[src/rtl/panda_lsu_bus.sv]
// panda_lsu_bus: MEM-stage load/store unit with req/gnt/rvalid data bus, misaligned split and timeout
module panda_lsu_bus #(
  parameter int unsigned ADDR_WIDTH     = 32,
  parameter bit          MISALIGNED_EN  = 1'b1,
  parameter int unsigned TIMEOUT_CYCLES = 0
) (
  input  logic                  clk_i,
  input  logic                  rst_i,
  input  logic                  req_valid_i,
  output logic                  req_ready_o,
  input  logic                  req_store_i,
  input  logic [1:0]            req_width_i,
  input  logic                  req_unsigned_i,
  input  logic [ADDR_WIDTH-1:0] req_addr_i,
  input  logic [31:0]           req_wdata_i,
  output logic                  rsp_valid_o,
  output logic [31:0]           rsp_rdata_o,
  output logic                  rsp_err_o,
  output logic                  busy_o,
  output logic                  data_req_o,
  input  logic                  data_gnt_i,
  output logic [ADDR_WIDTH-1:0] data_addr_o,
  output logic                  data_we_o,
  output logic [3:0]            data_be_o,
  output logic [31:0]           data_wdata_o,
  input  logic                  data_rvalid_i,
  input  logic                  data_err_i,
  input  logic [31:0]           data_rdata_i
);
  typedef enum logic [2:0] {IDLE, ADDR1, WAIT1, ADDR2, WAIT2, ERR} state_t;
  state_t state, state_d;
  logic store_q, uns_q, mis_q, done, err, hi_ph;
  logic [1:0] width_q, off_q, off;
  logic [ADDR_WIDTH-1:0] base_q;
  logic [63:0] wdata_q;
  logic [7:0] be_q;
  logic [31:0] lo_q, cnt_q, lo_v, hi_v, sh, ext;
  logic [3:0] mask_in;
  logic mis_in, wait_st;
  assign off     = req_addr_i[1:0];
  assign mis_in  = (req_width_i[1] & off != 2'd0) | (req_width_i == 2'b01 & off == 2'd3);
  assign mask_in = req_width_i[1] ? 4'hf : req_width_i[0] ? 4'h3 : 4'h1;
  assign wait_st = state == WAIT1 || state == WAIT2;
  assign req_ready_o  = state == IDLE;
  assign busy_o       = state != IDLE;
  assign data_req_o   = state == ADDR1 || state == ADDR2;
  assign hi_ph        = state == ADDR2;
  assign data_addr_o  = !data_req_o ? '0 : hi_ph ? base_q + ADDR_WIDTH'(4) : base_q;
  assign data_we_o    = data_req_o & store_q;
  assign data_be_o    = !data_req_o ? 4'h0 : hi_ph ? be_q[7:4] : be_q[3:0];
  assign data_wdata_o = !data_req_o ? 32'h0 : hi_ph ? wdata_q[63:32] : wdata_q[31:0];
  // the final response word is still on the bus when the last rvalid arrives
  assign lo_v = state == WAIT1 ? data_rdata_i : lo_q;
  assign hi_v = state == WAIT2 ? data_rdata_i : 32'h0;
  assign sh   = 32'({hi_v, lo_v} >> {off_q, 3'b000});
  assign ext  = width_q[1] ? sh : width_q[0] ? {{16{~uns_q & sh[15]}}, sh[15:0]}
                                             : {{24{~uns_q & sh[7]}}, sh[7:0]};
  always_comb begin
    state_d = state;
    done    = 1'b0;
    err     = 1'b0;
    case (state)
      IDLE:         if (req_valid_i) state_d = (mis_in && !MISALIGNED_EN) ? ERR : ADDR1;
      ADDR1:        if (data_gnt_i) state_d = WAIT1;
      ADDR2:        if (data_gnt_i) state_d = WAIT2;
      WAIT1, WAIT2: begin
        if (data_rvalid_i) begin
          err  = data_err_i;
          done = data_err_i || state == WAIT2 || !mis_q;
          if (!done) state_d = ADDR2;
        end else if (TIMEOUT_CYCLES != 0 && cnt_q == 32'(TIMEOUT_CYCLES - 1)) begin
          done = 1'b1;
          err  = 1'b1;
        end
      end
      ERR: begin
        done = 1'b1;
        err  = 1'b1;
      end
      default: state_d = IDLE;
    endcase
    if (done) state_d = IDLE;
  end
  always_ff @(posedge clk_i) begin
    if (rst_i) begin
      state       <= IDLE;
      rsp_valid_o <= 1'b0;
      rsp_err_o   <= 1'b0;
      rsp_rdata_o <= 32'h0;
      cnt_q       <= 32'h0;
      store_q     <= 1'b0;
      uns_q       <= 1'b0;
      mis_q       <= 1'b0;
      width_q     <= 2'b00;
      off_q       <= 2'b00;
      base_q      <= '0;
      wdata_q     <= 64'h0;
      be_q        <= 8'h0;
      lo_q        <= 32'h0;
    end else begin
      state       <= state_d;
      rsp_valid_o <= done;
      cnt_q       <= wait_st ? cnt_q + 32'd1 : 32'h0;
      if (done) begin
        rsp_err_o   <= err;
        rsp_rdata_o <= (err || store_q) ? 32'h0 : ext;
      end
      if (state == IDLE && req_valid_i) begin
        store_q <= req_store_i;
        uns_q   <= req_unsigned_i;
        mis_q   <= mis_in;
        width_q <= req_width_i;
        off_q   <= off;
        base_q  <= {req_addr_i[ADDR_WIDTH-1:2], 2'b00};
        wdata_q <= {32'h0, req_wdata_i} << {off, 3'b000};
        be_q    <= {4'h0, mask_in} << off;
      end
      if (state == WAIT1 && data_rvalid_i) lo_q <= data_rdata_i;
    end
  end
endmodule

[config.mk]
export PLATFORM = sky130hd
export DESIGN_NAME = panda_lsu_bus
export DESIGN_NICKNAME = d
export VERILOG_FILES = /design/src/rtl/panda_lsu_bus.sv
export SDC_FILE = /design/constraint.sdc
export NUM_CORES = 1
export LEC_CHECK = 0
export ABC_AREA = 1
export ABC_CLOCK_PERIOD_IN_PS = 2100
export CAP_MARGIN = 20
export CORE_UTILIZATION = 50
export CTS_CLUSTER_SIZE = 28
export DETAILED_ROUTE_END_ITERATION = 6
export PLACE_DENSITY = 0.75
export RECOVER_POWER = 25
export SYNTH_ARGS = -nofsm -noshare
export SYNTH_HDL_FRONTEND = slang
export SYNTH_SLANG_ARGS = --single-unit
[constraint.sdc]
create_clock -name clk_i -period 2.1 [get_ports clk_i]
set_input_delay 0.21 -clock clk_i [delete_from_list [all_inputs] [get_ports clk_i]]
set_output_delay 0.21 -clock clk_i [all_outputs]
set_load 0.02 [all_outputs]
# ---- Word-level counts from Yosys, hierarchy flattened
# Cells that the tools add are included.
dict set report word_totals {
  word_cells 73
  inputBits 106
  out_inout_bits 106
  ff_bits 178
}
dict set report op_classes {
  n_eq_ne 12
  shift 3
  addsub 1
  n_bitwise 8
  muxes 23
  n_reduce_logical 13
}
# op n
set op_table {}
lappend op_table {{$mux W32} 9}
lappend op_table {{$shl A32 B5 Y64} 1}
lappend op_table {{$shr A64 B5 Y32} 1}
lappend op_table {{$add A32 B3 Y32 const B} 1}
lappend op_table {{$mux W3} 5}
lappend op_table {{$pmux W3 S5} 1}
lappend op_table {{$mux W4} 3}
lappend op_table {{$ne A2 B2 Y1 const B} 5}
lappend op_table {{$shl A4 B2 Y8} 1}
lappend op_table {{$eq A3 B2 Y1 const B} 2}
lappend op_table {{$eq A3 B3 Y1 const B} 2}
lappend op_table {{$reduce_and A6 Y1} 1}
lappend op_table {{$and A1 B1 Y1} 5}
lappend op_table {{$logic_or A1 B1 Y1} 4}
lappend op_table {{$pmux W1 S2} 2}
lappend op_table {{$reduce_or A2 Y1} 2}
lappend op_table {{$eq A3 B1 Y1 const B} 1}
lappend op_table {{$logic_not A3 Y1} 1}
lappend op_table {{$reduce_bool A3 Y1} 1}
lappend op_table {{$eq A2 B1 Y1 const B} 1}
lappend op_table {{$eq A2 B2 Y1 const B} 1}
lappend op_table {{$logic_and A1 B1 Y1} 2}
lappend op_table {{$mux W1} 2}
lappend op_table {{$mux W2} 1}
lappend op_table {{4 further kinds} 5}

# ---- Depth between registers and ports, before layout
# Gate-level depths: netlist (run 1).
dict set report depth {
  depth_word 7
  ltp_mapped 14
  mapped_depth_nobuf 11
}

# ---- Worst setup path before layout (run 1)
# OpenSTA, ideal clock, no wires.
dict set report synth_path {
  kind {register -> output}
  from {reg base_q[2]}
  to {out data_addr_o[22]}
  t_arrival_ps 1745
  path_stages_with_launch 12
  n_path_buf 0
  required_time_ps 1890
  setup_slack_ps 145
  path_cell_list {dfxtp_1 -> ha_1 -> nand3_1 -> nor2_8 -> nand3b_2 -> inv_2 -> nand2_2 -> nor2_4 -> nand2_1 -> nand2_1 -> nand2_1 -> nor2_1}
}
dict set report synth_between {
  elab_chain_cells 3
}
# item line_no
set synth_lines {}
lappend synth_lines {{start: declaration} 34} ;# logic [ADDR_WIDTH-1:0] base_q;
lappend synth_lines {{start signal: assignment} 114} ;# base_q <= {req_addr_i[ADDR_WIDTH-1:2], 2'b00};
lappend synth_lines {{$add A32 B3 Y32} 48} ;# assign data_addr_o = !data_req_o ? '0 : hi_ph ? base_q + ADDR_WIDTH'(4) : base_q;
lappend synth_lines {{$mux W32 (2 in a row)} 48}
lappend synth_lines {{end: declaration} 22} ;# output logic [ADDR_WIDTH-1:0] data_addr_o,
# Every way passes these cells.

# ---- Worst setup path after layout (run 1)
dict set report layout_path {
  from {reg base_q[3]}
  to {out data_addr_o[23]}
}
# The elaborated chain is that of the path after synthesis.

==> results of run 1 <==
through the flow:
step | TNS [ns] | setup slack [ns] | util [%]
floorplan | 0 | 0.1447 | -
global placement | -2.846 | -0.1959 | 66.46
detailed placement | -4.294 | -0.2472 | 66.46
CTS | -3.004 | -0.2506 | 69.76
global route | -6.926 | -0.2466 | 72.80
finish | -2.098 | -0.1613 | 72.80
timing repair:
item / CTS / global route
endpoints found under the setup margin: 76 / 111
hold endpoints to repair: 0 / 0
pin swaps: 8 / 52
cloned: 0 / 1
resized for setup: 258 / 212
setup buffers: 0 / 20
cell usage after synthesis (2+ instances only):
cell type and count:
nand2_1 412, a21oi_1 170, dfxtp_1 169, nand3_1 149
inv_1 142, o21ai_0 131, nor2_1 124, clkbuf_1 51
buf_2 28, o211ai_1 15, nor3_1 14, mux2i_1 13
a22o_1 9, inv_2 9, o21ai_1 9, xor2_1 9
buf_4 8, o221ai_1 8, buf_6 7, a211oi_1 5
buf_1 5, nor2_2 5, nor2_4 4, o21bai_1 4
nand2_2 3, nand4_1 3, or2_2 3, nand3_2 2
nor3_2 2, nor4_1 2
worst min-delay path by stage:
stage	start	slack, ns	cells after the start	endpoint
after CTS	req_addr_i[0]	0.27	4	wdata_q[52]$_SDFFE_PP0P_
after global placement	lo_q[16]$_SDFFE_PP0P_	0.43	2	lo_q[16]$_SDFFE_PP0P_
final	req_addr_i[0]	0.28	4	wdata_q[55]$_SDFFE_PP0P_
after detailed placement	lo_q[16]$_SDFFE_PP0P_	0.44	2	lo_q[16]$_SDFFE_PP0P_
after global routing	req_addr_i[0]	0.30	4	wdata_q[51]$_SDFFE_PP0P_
after floorplan	req_wdata_i[0]	0.35	2	wdata_q[0]$_SDFFE_PP0P_
report_power, final:
| part | switching [mW] | internal (mW) |
|---|---|---|
| Sequential | 0.416 | 3.89 |
| Combinational | 4.55 | 2.77 |
| Clock | 1.41 | 1.68 |
layout make-up:
type	count	area share, %
timing repair buffer	341	23.09
multi-input combinational	1105	41.22
inverter	152	4.313
clock inverter	12	0.8517
tap	234	2.143
sequential	169	25.12
clock buffer	20	3.269
flip-flops by register name, summed over array words and instances, names as in the netlist:
signal and count:
off_q 2, be_q 7, base_q 30, lo_q 32, uns_q 1, width_q 2
mis_q 1, rsp_valid_o 1, rsp_err_o 1, rsp_rdata_o 32, state 3, store_q 1
wdata_q 56
layer usage:
layer / track usage [%] / vias up / share of wire, %
met5: 0 / - / 0.031
met2: 54.15 / 592 / 47
met3: 4.823 / 100 / 7.8
met1: 44.34 / 5299 / 41
li1: - / 5493 / -
met4: 14.76 / 2 / 3.8
logic make-up after synthesis:
| logic type | share of synthesized area [%] |
|---|---|
| and+or+nand+nor | 31.82 |
| AOI/OAI and AO/OA | 19.68 |
| muxes | 1.352 |
| adders and majority gates | 0.1300 |
| DFF | 35.15 |
| buffers and inverters | 11.01 |
| xor gates and xnor gates | 0.8190 |
| other | 0.03896 |
tightest hold or removal path, delay by kind of cell:
family / cells / cell delay (ns)
AND/OR/NAND/NOR: 1 / 0.10
AO/OA/AOI/OAI: 1 / 0.05
buffers and inverters: 2 / 0.31
==> out/metrics.yaml, run 1 <==
status: "finished, violations left"
ios: 212
fin_area_um2: 13660
path_class: "flop to output pin"
netlist_area_um2: 9625
slew_violations: 0
max_freq_mhz: 442.2
violations: "setup timing"
rsz0062_at_grt: "yes"
root_buffer: "clkbuf_16"
cp_num_cells: 12
antenna_found_initial: 1
drt_iter0_markers: 1075
finalNetCount: 1893
synth_edf_count: 0
clk_latency_ns: 0.44
grt_max_degree: 71
core_area_um2: 18770
reg2reg_from: "state[2]$_SDFFE_PP0P_"
ys_warn_count: 0
antennaDiodeCount: 0
yosysSeqAreaShare_pct: 35.15
setup_viol: 34
grt_pass1_vias: 10339
viasPerCell: 5.650
reg2reg_to: "wdata_q[24]$_SDFFE_PP0P_"
cts_buffers: 17
num_vias: 11486
crit_required_ns: 1.89
tightest_slew_ns: 0.5921
grt_pass1_wl_um: 52240
drc: 0
gp_congestion: 0.9914
cts.sink_count: 169
multi_input_area_um2: 5632
peakVddDrop_uv: 696.9
overflow: 0
die_h_um: 140.7
fill_cells: 1599
fp-row-count: 50
min_period_ns: 2.261
r2r_slack_ns: -0.06
slew_headroom_pct: 60.48
setup_slack_ns: -0.1613
power.leakage_nw: 6.156
hold_buffers: 0
reg2regPathDepth: 11
dieArea_um2: 19810
wire_per_inst_um: 17.23
dp.cells: 1981
final_common_cell: "nand2_1"
power_density_nw_per_um2: 1077
period_share_pct: 107.7
total_power_mw: 14.71
critPathLaunch: "base_q[3]$_SDFFE_PP0P_"
cp_top_family: "simple AND/OR/NAND/NOR gates"
crit_path_start_kind: "flop"
drt-total-wl_um: 35020
timing.hold.ws_ns: 0.2818
ys_types: 39
hold_path.class: "primary input to flop"
finalClockSkew_ns: 0.01039
ys.flop_type: "dfxtp_1"
fin_cells: 2033
critPathSlowestCell: "dfxtp_4"
crit_end: "data_addr_o[23]"
cp_data_arrival_time_ns: 2.05
clock_tree.buffer_depth: 2
start_util_pct: 51.29
final_cell_mix: "nand2_1 (397), a21oi_1 (164), dfxtp_1 (144), nand3_1 (143), buf_4 (134)"
htreeDepth: 4
setup.worst_path.end_class: "output pin"
synth_cells: 1524
syn_to_final_growth_pct: 41.95
maxCapViolCount: 0
tritoncts: "done"
yosys.area.top_type_share_pct: 35.15
drive_above_1_share_pct: 19.51
ant_nets: 0
max_stage_delay_ns: 0.37
avgSynthCellArea_um2: 6.316
synth_area_leader_cell: "dfxtp_1"
dpl-instance-area_um2: 12470
dpl.hpwl_um: 23490
synthArstFlopShare_pct: 0
cp_max_fo: 3
grt.total_usage_pct: 33.45
register_area_um2: 3432
finalHoldViolCount: 0
io_buffers: 209
dr.pass1.iters: 5
die_w_um: 140.7
path_cells: "buf_6 -> nand3_4 -> nor2_4 -> nand2_2 -> nor2_4 -> nand2_4 -> nor2_4 -> nand2_1 -> nand2_1 -> nand2_1 -> nor2_1 -> buf_4"
ys_ff_latch: 169
path_buf_inv: 2
synth_area_leaders: "dfxtp_1 (35%), nand2_1 (16%), a21oi_1 (8.8%)"
clk_pin_slew_ns: 0.08
(Power assumes the default switching activity.)
==> run 2: changes to the inputs <==
- CAP_MARGIN: 20 -> 25
- SLEW_MARGIN: default -> 20
==> results of run 2 <==
Same layout as run 1: the final DEF is identical, and so are final timing and power.
==> run 3: changes to the inputs <==
- PLACE_DENSITY: 0.75 -> 0.76
==> run 3 against run 2 <==
The run ends with DRC, setup timing left. Register-to-register slack better by 0.03 ns. Cell area rose by 0.12%. Global-route usage up 0.64 points. Sequential share of layout area fell by 0.11 points. Sequential power is essentially flat. Via count increased by 0.83%. Critical path depth unchanged.
==> out/metrics.yaml, run 3 (synthesis results as in run 1) <==
status: "finished, violations left"
violations: "DRC, setup timing"
ant_nets: 0
num_vias: 11581
slew_headroom_pct: 63.23
die_w_um: 140.7
fin_area_um2: 13680
period_share_pct: 105.8
crit_path_start_kind: "flop"
power_density_nw_per_um2: 1077
tightest_slew_ns: 0.5515
cts_buffers: 17
start_util_pct: 51.29
antennaDiodeCount: 0
clk_pin_slew_ns: 0.07
clk_latency_ns: 0.44
maxCapViolCount: 0
crit_end: "data_addr_o[21]"
r2r_slack_ns: -0.03
drt_iter0_markers: 933
min_period_ns: 2.222
antenna_found_initial: 0
tritoncts: "done"
crit_required_ns: 1.89
worstHoldPathCells: 3
root_buffer: "clkbuf_16"
grt_pass1_wl_um: 53400
dr.pass1.iters: 7
cts.sink_count: 169
grt_pass1_vias: 10560
slew_violations: 0
drc: 4
grt_max_degree: 82
reg2reg_from: "state[0]$_SDFFE_PP0P_"
fin_setup_tns_ns: -1.393
cp_data_arrival_time_ns: 2.01
syn_to_final_growth_pct: 42.12
reg2regPathDepth: 9
finalHoldViolCount: 0
hold_path.class: "primary input to flop"
regMostFlops: "wdata_q"
finalNetCount: 1909
critPathLaunch: "state[2]$_SDFFE_PP0P_"
fin_util_pct: 72.89
setup.worst_path.end_class: "output pin"
grt.total_usage_pct: 34.09
setup_slack_ns: -0.1218
dieArea_um2: 19810
max_freq_mhz: 450.1
final_cell_mix: "nand2_1 (397), a21oi_1 (166), buf_4 (151), dfxtp_1 (147), nand3_1 (145)"
total_power_mw: 14.73
drive_above_1_share_pct: 19.56
die_h_um: 140.7
hold_buffers: 0
final_common_cell: "nand2_1"
drt-total-wl_um: 35030
gp_congestion: 0.9404
largestRegisters: "wdata_q (56), lo_q (32), rsp_rdata_o (32)"
path_class: "flop to output pin"
viasPerCell: 5.652
fp-row-count: 50
setup_viol: 23
post-place-ws_ns: -0.2717
peakVddDrop_uv: 732.0
clock_tree.buffer_depth: 2
dpl.hpwl_um: 24180
finalClockSkew_ns: 0.01143
rsz0062_at_grt: "yes"
power.leakage_nw: 6.284
core_area_um2: 18770
ios: 212
io_buffers: 209
largest_reg_flops: 56
dpl-instance-area_um2: 12540
htreeDepth: 4
wire_per_inst_um: 17.09
cp_max_fo: 5
overflow: 0
reg2reg_to: "wdata_q[13]$_SDFFE_PP0P_"
-- run 3: worst min path at each step --
stage                                to  slack (ns)                     from
6_report       wdata_q[51]$_SDFFE_PP0P_        0.23            req_addr_i[0]
5_1_grt        wdata_q[51]$_SDFFE_PP0P_        0.25            req_addr_i[0]
4_1_cts        wdata_q[54]$_SDFFE_PP0P_        0.21            req_addr_i[0]
3_5_place_dp       lo_q[9]$_SDFFE_PP0P_        0.44     lo_q[9]$_SDFFE_PP0P_
3_3_place_gp    wdata_q[8]$_SDFFE_PP0P_        0.43  wdata_q[8]$_SDFFE_PP0P_
2_1_floorplan   wdata_q[0]$_SDFFE_PP0P_        0.35           req_wdata_i[0]
-- run 3: power by group --
| group | switching (mW) | internal [mW] |
|---|---|---|
| registers | 0.403 | 3.88 |
| clock network | 1.45 | 1.82 |
| logic | 4.48 | 2.70 |
| total | 6.34 | 8.40 |
-- run 3: layout make-up --
type	count	area [um2]
clock buffers	18	439.2
multi-input cells	1105	5558
fillers	1572	5089
inverters	152	594.3
repair buffers	357	3213
well taps	234	292.8
flip-flops and latches	169	3421
clock inverters	14	161.4
-- run 3: worst max-delay path, stage by stage, from the launching register on --
cell     delay (ns)
dfxtp_2        0.33
inv_2          0.08
nand3_4        0.12
nor2_4         0.15
nand2_2        0.09
nor2_4         0.17
nand2_4        0.09
nor2_4         0.14
nand2_1        0.07
nand2_1        0.05
nand2_1        0.04
nor2_1         0.10
buf_4          0.15
-- run 3: metal layers --
metal / up-vias / track usage [%] / share of wire, %
li1: 5529 / - / -
met1: 5356 / 44.18 / 41
met2: 588 / 57.11 / 47
met3: 108 / 5.842 / 8.0
met4: 0 / 11.96 / 3.9
met5: - / 0 / 0
-- run 3: through the flow --
stage	hold WS (ns)	std cells
floorplan	0.3528	1525
global placement	0.4313	1993
detailed placement	0.4385	1993
CTS	0.2120	2031
global route	0.2521	2049
finish	0.2273	2049
-- run 3: timing repair --
action / CTS / global route
pin swaps: 14 / 36
setup buffers: 6 / 17
gates cloned: 0 / 2
endpoints found under the setup margin: 70 / 88
resized for setup: 300 / 141
